## src/rtl/selfdestruct_sequencer.sv

```systemverilog
// ---------------------------------------------------------------------------
// selfdestruct_sequencer
//
// Purpose:
//   Control FSM for the self-destruct countdown. A threat is at least two of
//   {danger, damaged, immobilized}. The threat must hold for ARM_TICKS ticks
//   before the countdown starts. The countdown fills an 8-LED bar one step
//   every STEP_TICKS ticks. A blink phase of FINAL_TICKS ticks follows, and
//   then the block latches a sticky detonate state. Abort or loss of combat
//   before detonation sends the FSM to a cooldown state. The FSM returns to
//   idle after COOLDOWN_TICKS ticks.
//
//   All decisions are made on prescaler ticks (one every CLK_DIV clocks).
//   Between ticks every output holds.
//
// Ports:
//   clk          in   system clock
//   reset        in   synchronous, active-high reset
//   in_combat    in   debounced combat level
//   danger       in   debounced threat input
//   damaged      in   debounced threat input
//   immobilized  in   debounced threat input
//   abort        in   debounced abort request (level)
//   leds[7:0]    out  LED pattern (registered)
//   state[2:0]   out  FSM state: IDLE=0 ARMED=1 COUNTDOWN=2 FINAL=3
//                     DETONATE=4 ABORTED=5 (registered)
//   detonate     out  high only in DETONATE (registered)
// ---------------------------------------------------------------------------
module selfdestruct_sequencer #(
    parameter int unsigned CLK_DIV        = 120000,
    parameter int unsigned ARM_TICKS      = 100,
    parameter int unsigned STEP_TICKS     = 125,
    parameter int unsigned BLINK_TICKS    = 33,
    parameter int unsigned FINAL_TICKS    = 300,
    parameter int unsigned COOLDOWN_TICKS = 200
) (
    input  logic       clk,
    input  logic       reset,
    input  logic       in_combat,
    input  logic       danger,
    input  logic       damaged,
    input  logic       immobilized,
    input  logic       abort,
    output logic [7:0] leds,
    output logic [2:0] state,
    output logic       detonate
);

    typedef enum logic [2:0] {
        S_IDLE      = 3'd0,
        S_ARMED     = 3'd1,
        S_COUNTDOWN = 3'd2,
        S_FINAL     = 3'd3,
        S_DETONATE  = 3'd4,
        S_ABORTED   = 3'd5
    } state_t;

    function automatic int unsigned max_u(input int unsigned a, input int unsigned b);
        return (a > b) ? a : b;
    endfunction

    localparam int unsigned MAX_TICKS =
        max_u(max_u(max_u(ARM_TICKS, STEP_TICKS), max_u(BLINK_TICKS, FINAL_TICKS)),
              COOLDOWN_TICKS);

    // The tick counters never wrap inside a state, so they must hold the
    // largest tick parameter. They are never narrower than 16 bits.
    localparam int unsigned TCNT_W = ($clog2(MAX_TICKS + 1) > 16) ? $clog2(MAX_TICKS + 1) : 16;
    localparam int unsigned PRE_W  = (CLK_DIV > 1) ? $clog2(CLK_DIV) : 1;

    // Each timer compares against (N-1). A timer reaches that value on the
    // N-th tick after entry, because the counter reads 0 on the entry tick.
    // With N=1 the exit therefore happens on the very next tick.
    localparam logic [PRE_W-1:0]  PRE_LAST   = PRE_W'(CLK_DIV - 1);
    localparam logic [TCNT_W-1:0] ARM_LAST   = TCNT_W'(ARM_TICKS - 1);
    localparam logic [TCNT_W-1:0] STEP_LAST  = TCNT_W'(STEP_TICKS - 1);
    localparam logic [TCNT_W-1:0] BLINK_LAST = TCNT_W'(BLINK_TICKS - 1);
    localparam logic [TCNT_W-1:0] FINAL_LAST = TCNT_W'(FINAL_TICKS - 1);
    localparam logic [TCNT_W-1:0] COOL_LAST  = TCNT_W'(COOLDOWN_TICKS - 1);
    localparam logic [TCNT_W-1:0] TCNT_ONE   = TCNT_W'(1);
    localparam logic [PRE_W-1:0]  PRE_ONE    = PRE_W'(1);

    state_t              state_q,  state_d;
    logic [PRE_W-1:0]    pre_q,    pre_d;
    logic [TCNT_W-1:0]   tcnt_q,   tcnt_d;
    logic [TCNT_W-1:0]   bcnt_q,   bcnt_d;
    logic [7:0]          bar_q,    bar_d;
    logic [7:0]          leds_q,   leds_d;
    logic                det_q,    det_d;

    logic tick;
    logic threat;
    logic ok;

    // Qualified conditions. 2-of-3 majority for the threat. The mission is
    // "ok" while in combat with no abort request.
    assign threat = (danger & damaged) | (danger & immobilized) | (damaged & immobilized);
    assign ok     = in_combat & ~abort;

    // Free-running prescaler. The tick is high for the one cycle at the top
    // of the count, so the FSM advances on the edge that ends that cycle.
    assign tick  = (pre_q == PRE_LAST);
    always_comb begin
        pre_d = tick ? '0 : pre_q + PRE_ONE;
    end

    // Next-state logic. Each state handles its exits in the same order:
    // abort/combat loss first, then threat loss, then timer expiry. Every
    // state change clears tcnt and bcnt. The bar is cleared on any exit
    // from COUNTDOWN. Outputs are computed here for the next state so the
    // registered outputs line up with the registered state.
    always_comb begin
        state_d = state_q;
        tcnt_d  = tcnt_q;
        bcnt_d  = bcnt_q;
        bar_d   = bar_q;
        leds_d  = leds_q;
        det_d   = det_q;

        if (tick) begin
            case (state_q)
                S_IDLE: begin
                    if (threat && ok) begin
                        state_d = S_ARMED;
                        tcnt_d  = '0;
                        leds_d  = 8'h00;
                    end
                end

                S_ARMED: begin
                    if (!ok) begin
                        state_d = S_ABORTED;
                        tcnt_d  = '0;
                        leds_d  = 8'h00;
                    end else if (!threat) begin
                        state_d = S_IDLE;
                        tcnt_d  = '0;
                        leds_d  = 8'h00;
                    end else if (tcnt_q == ARM_LAST) begin
                        state_d = S_COUNTDOWN;
                        tcnt_d  = '0;
                        bar_d   = 8'h01;
                        leds_d  = 8'h01;
                    end else begin
                        tcnt_d  = tcnt_q + TCNT_ONE;
                    end
                end

                // Threat is deliberately ignored here. Once the bar starts
                // filling, only abort or loss of combat can stop it.
                S_COUNTDOWN: begin
                    if (!ok) begin
                        state_d = S_ABORTED;
                        tcnt_d  = '0;
                        bar_d   = 8'h00;
                        leds_d  = 8'h00;
                    end else if (tcnt_q == STEP_LAST) begin
                        tcnt_d = '0;
                        if (bar_q == 8'hFF) begin
                            state_d = S_FINAL;
                            bcnt_d  = '0;
                            bar_d   = 8'h00;
                            leds_d  = 8'h00;
                        end else begin
                            bar_d  = {bar_q[6:0], 1'b1};
                            leds_d = {bar_q[6:0], 1'b1};
                        end
                    end else begin
                        tcnt_d = tcnt_q + TCNT_ONE;
                    end
                end

                // tcnt times the whole phase and bcnt times each blink. The
                // exit check comes first, so a blink that falls on the exit
                // tick never shows.
                S_FINAL: begin
                    if (!ok) begin
                        state_d = S_ABORTED;
                        tcnt_d  = '0;
                        bcnt_d  = '0;
                        leds_d  = 8'h00;
                    end else if (tcnt_q == FINAL_LAST) begin
                        state_d = S_DETONATE;
                        tcnt_d  = '0;
                        bcnt_d  = '0;
                        leds_d  = 8'hFF;
                        det_d   = 1'b1;
                    end else begin
                        tcnt_d = tcnt_q + TCNT_ONE;
                        if (bcnt_q == BLINK_LAST) begin
                            bcnt_d = '0;
                            leds_d = ~leds_q;
                        end else begin
                            bcnt_d = bcnt_q + TCNT_ONE;
                        end
                    end
                end

                // Terminal state. Only reset leaves it.
                S_DETONATE: begin
                    leds_d = 8'hFF;
                    det_d  = 1'b1;
                end

                // The cooldown runs its full length regardless of inputs.
                // IDLE then re-arms only once abort has dropped.
                S_ABORTED: begin
                    if (tcnt_q == COOL_LAST) begin
                        state_d = S_IDLE;
                        tcnt_d  = '0;
                        leds_d  = 8'h00;
                    end else begin
                        tcnt_d = tcnt_q + TCNT_ONE;
                    end
                end

                default: begin
                    state_d = S_IDLE;
                    tcnt_d  = '0;
                    bcnt_d  = '0;
                    bar_d   = 8'h00;
                    leds_d  = 8'h00;
                    det_d   = 1'b0;
                end
            endcase
        end
    end

    // Single state register for the FSM, its counters and its registered
    // outputs. A synchronous reset overrides everything, including a tick.
    always_ff @(posedge clk) begin
        if (reset) begin
            state_q <= S_IDLE;
            pre_q   <= '0;
            tcnt_q  <= '0;
            bcnt_q  <= '0;
            bar_q   <= 8'h00;
            leds_q  <= 8'h00;
            det_q   <= 1'b0;
        end else begin
            state_q <= state_d;
            pre_q   <= pre_d;
            tcnt_q  <= tcnt_d;
            bcnt_q  <= bcnt_d;
            bar_q   <= bar_d;
            leds_q  <= leds_d;
            det_q   <= det_d;
        end
    end

    assign leds     = leds_q;
    assign state    = state_q;
    assign detonate = det_q;

endmodule

```

## config.mk

```make
export PLATFORM = sky130hd
export DESIGN_NAME = selfdestruct_sequencer
export DESIGN_NICKNAME = d
export VERILOG_FILES = /design/src/rtl/selfdestruct_sequencer.sv
export SDC_FILE = /design/constraint.sdc
export NUM_CORES = 1
export LEC_CHECK = 0
export CORE_MARGIN = 10
export CORE_UTILIZATION = 55
export CTS_BUF_LIST = sky130_fd_sc_hd__clkbuf_2
export DETAILED_ROUTE_END_ITERATION = 6
export GPL_TIMING_DRIVEN = 0
export PLACE_DENSITY = 0.74
export SYNTH_ARGS = -nofsm -noshare
export SYNTH_HDL_FRONTEND = slang
export SYNTH_SLANG_ARGS = --single-unit
```

## constraint.sdc

```tcl
create_clock -name clk -period 2.93 [get_ports clk]
set_input_delay 0.879 -clock clk [delete_from_list [all_inputs] [get_ports clk]]
set_output_delay 0.879 -clock clk [all_outputs]
set_load 0.02 [all_outputs]
```

==> run_results.csv <==
group,metric,value,unit
outcome,status,"complete, no violations",
sta,grt_setup_unrepaired,"no",
route,vias,3300,
floorplanning,pin_count,19,
route,firstDrtPassIters,5,
route,antenna_left,0,
pwr,p_per_area,358.7,nW/µm²
pwr,p_int,0.001064,W
route,wl_per_cell,15.42,µm
clocking,htreeDepth,3,
clocking,clk_pin_slew_worst_paths,0.20,ns
placed_design,io_buffers,18,
global_route,gr-total-overflow,0,
floorplanning,die_area,10260,µm²
pwr,clkPwrFrac,0.305,
worst_setup_path,crit_path_end_kind,"flip-flop",
final_layout,ff_latch_area,1381,µm²
route,drt_iter0_drc,167,
min_path,hold_class,"reg -> reg",
global_route,antenna_found_initial,0,
floorplanning,initial_utilization,0.5690,
sta,fin_crit_sh,0.9674,
clocking,cts-root-buf,"clkbuf_2",
synthesis,yosysUniqueCellTypes,61,
synthesis,ys_async_sr_fraction,0,
sta,drv_slew,0,
pwr,sw_frac_of_total,0.2573,
clocking,clk-insertion-delay-late,0.52,ns
sta,post-route-min-period,2.835,ns
pwr,p_leak,1.471,nW
pwr,power_frac_seq,0.660,
worst_setup_path,worstSetupPathType,"in -> reg",
final_layout,stdcell_area,3995,µm²
placed_design,post-place-ws,-0.4905,ns
final_layout,synthToLayoutAreaGrowth,9.952,%
final_layout,final_net_count,476,
synthesis,synth_nets,447,
sta,clock-skew-final,0.02863,ns
pwr,ir_worst_vdd,0.2711,mV
route,wl,8403,µm
synthesis,netlist_top_cells_count,"69 x dfxtp_1, 63 x nor2_1, 39 x nand2_1",
clocking,cts_num_sinks,69,
pwr,switchingPower,0.0003687,W
global_route,grt_pass1_wl,14210,µm
synthesis,synth_edf_count,0,
placed_design,place_congestion,0.9014,
placed_design,hpwlAfterDp,5996,µm
final_layout,fin_cells,545,
clocking,cts_tree,"yes",
job,max_cap_violations,0,
worst_setup_path,cp.arrival,3.24,ns
sta,final.setup.worst_slack,0.09544,ns
floorplanning,rows,29,
synthesis,synth_cells,435,
placed_design,dpl_cell_area,3910,µm²
synthesis,synth.avg_cell_area,8.353,µm²
sta,worst_pin_slew,1.264,ns
worst_setup_path,crit_required,3.33,ns
placed_design,post-place-cells,530,
sta,setup_violations,0,
synthesis,yosysWarnings,0,
synthesis,synth_top_area_cell,"dfxtp_1",
final_layout,diodes,0,
sta,slew_headroom,0.1508,
synthesis,synth_most_common_cell,"dfxtp_1",
floorplanning,core-area,6386,µm²
final_layout,fill_cells,584,
synthesis,netlist_top_cells_area,"dfxtp_1 38%, nor2_1 6.5%, xor2_1 4.6%",
worst_setup_path,start_kind,"input port",
route,drc,0,
route,vias_per_cell,6.055,
floorplanning,die_h,101.3,µm
global_route,grt_util_all_layers,0.1675,
floorplanning,die_w,101.3,µm
sta,max_freq,0.3528,GHz
final_layout,multi_input_area,2130,µm²
global_route,grt_pass1_vias,2946,
synthesis,ys_seq_elements,69,
synthesis,synth_ff_type,"dfxtp_1",
final_layout,final_layout_size_suffix_gt1_frac,0.08547,
clocking,cts_buffers,9,
pwr,combPwrFrac,0.034,
worst_setup_path,critPathMaxFanout,10,
sta,hold_viol_final,0,
synthesis,netlist_area,3633,µm²
synthesis,ys_seq_area_frac,0.3802,
synthesis,synth_top_cell_area_share,0.3802,
clocking,clockBufferDepth,2,
global_route,grt_start_max_net_pins,12,
## cells in the final DEF, fill, tap and decap left out, types with 10 or more instances in the layout
master	netlist	routed
dfxtp_1	69	69
o21ai_0	13	13
xor2_1	19	19
a21oi_1	17	17
clkbuf_1	12	12
nand2_1	39	39
and3_1	18	18
clkdlybuf4s50_1	0	18
nand3_1	31	31
clkbuf_2	0	10
nand4_1	11	11
nor2_1	63	62
## kinds of logic after synthesis
kind of cell,Yosys count,share of synthesized area
AO/OA/AOI/OAI,68,0.1309
XOR/XNOR,28,0.06749
adder cells (fa/ha/maj),6,0.01997
buffers and inverters,29,0.03547
flip-flops,69,0.3802
multiplexers,10,0.02789
AND/OR/NAND/NOR,225,0.3382
## through the flow
stage / power [W] / utilization / TNS, ns / hold WS [ns]
2_1_floorplan: 0.0009927 / - / 0 / 0.4258
3_3_place_gp: 0.001013 / 0.6123 / -13.35 / 0.4326
3_5_place_dp: 0.001014 / 0.6123 / -14.05 / 0.4478
4_1_cts: 0.001449 / 0.6246 / 0 / 0.4794
5_1_grt: 0.001502 / 0.6256 / 0 / 0.5078
6_report: 0.001433 / 0.6256 / 0 / 0.4765
## sequential cells by signal (all words and copies together) (netlist names)
| register | cells |
|---|---|
| detonate | 1 |
| state | 3 |
| tcnt_q | 16 |
| leds | 8 |
| bcnt_q | 16 |
| bar_q | 8 |
| pre_q | 17 |
## per-layer routing
| layer | global-route usage | vias to the layer above | routed length, µm |
|---|---|---|---|
| met3 | 0.04629 | 14 | 430 |
| met4 | 0.06645 | 0 | 134 |
| met1 | 0.2220 | 1577 | 4036 |
| met2 | 0.2515 | 67 | 3802 |
| met5 | 0 | - | 0 |
| li1 | - | 1642 | - |
## critical path, stage by stage
cell and delay (ns):
clkdlybuf4s50_1 0.40, maj3_1 0.45, and3_1 0.27, and2_1 0.17, a2111oi_2 0.42, a21o_1 0.31
buf_2 0.26, nor2_1 0.07
## power by group through the flow
stage	Combinational (W)	Clock (W)	Sequential, W
finish	0.0000492	0.000437	0.000946
global route	0.0000543	0.000499	0.000948
CTS	0.0000483	0.000454	0.000947
detailed placement	0.0000479	0	0.000966
global placement	0.0000477	0	0.000965
floorplan	0.0000279	0	0.000965
## area by class of cell
class	instances	area share
inverter	8	0.007516
clock inverter	5	0.007203
tap	77	0.02412
buffer	21	0.02474
multi-input combinational	337	0.5330
sequential	69	0.3458
clock buffer	10	0.01253
timing repair buffer	18	0.04510
## worst paths after layout
path	startpoint	to	slack [ns]	depth (start not counted)
worst max-delay path	immobilized	tcnt_q[5]$_SDFFE_PP0P_	0.1	8
worst min-delay path	bar_q[7]$_SDFFE_PP0P_	bar_q[7]$_SDFFE_PP0P_	0.48	2
worst max register to register	tcnt_q[0]$_SDFFE_PP0P_	tcnt_q[5]$_SDFFE_PP0P_	0.31	8
worst min register to register	bar_q[7]$_SDFFE_PP0P_	bar_q[7]$_SDFFE_PP0P_	0.48	2
## repair_timing
action	CTS	global route
resized for setup	0	3
hold buffers	0	0
setup buffers	0	0
hold endpoints to repair	0	0
setup endpoints to repair	0	11
Note: power is estimated with default switching activity, not from simulation.
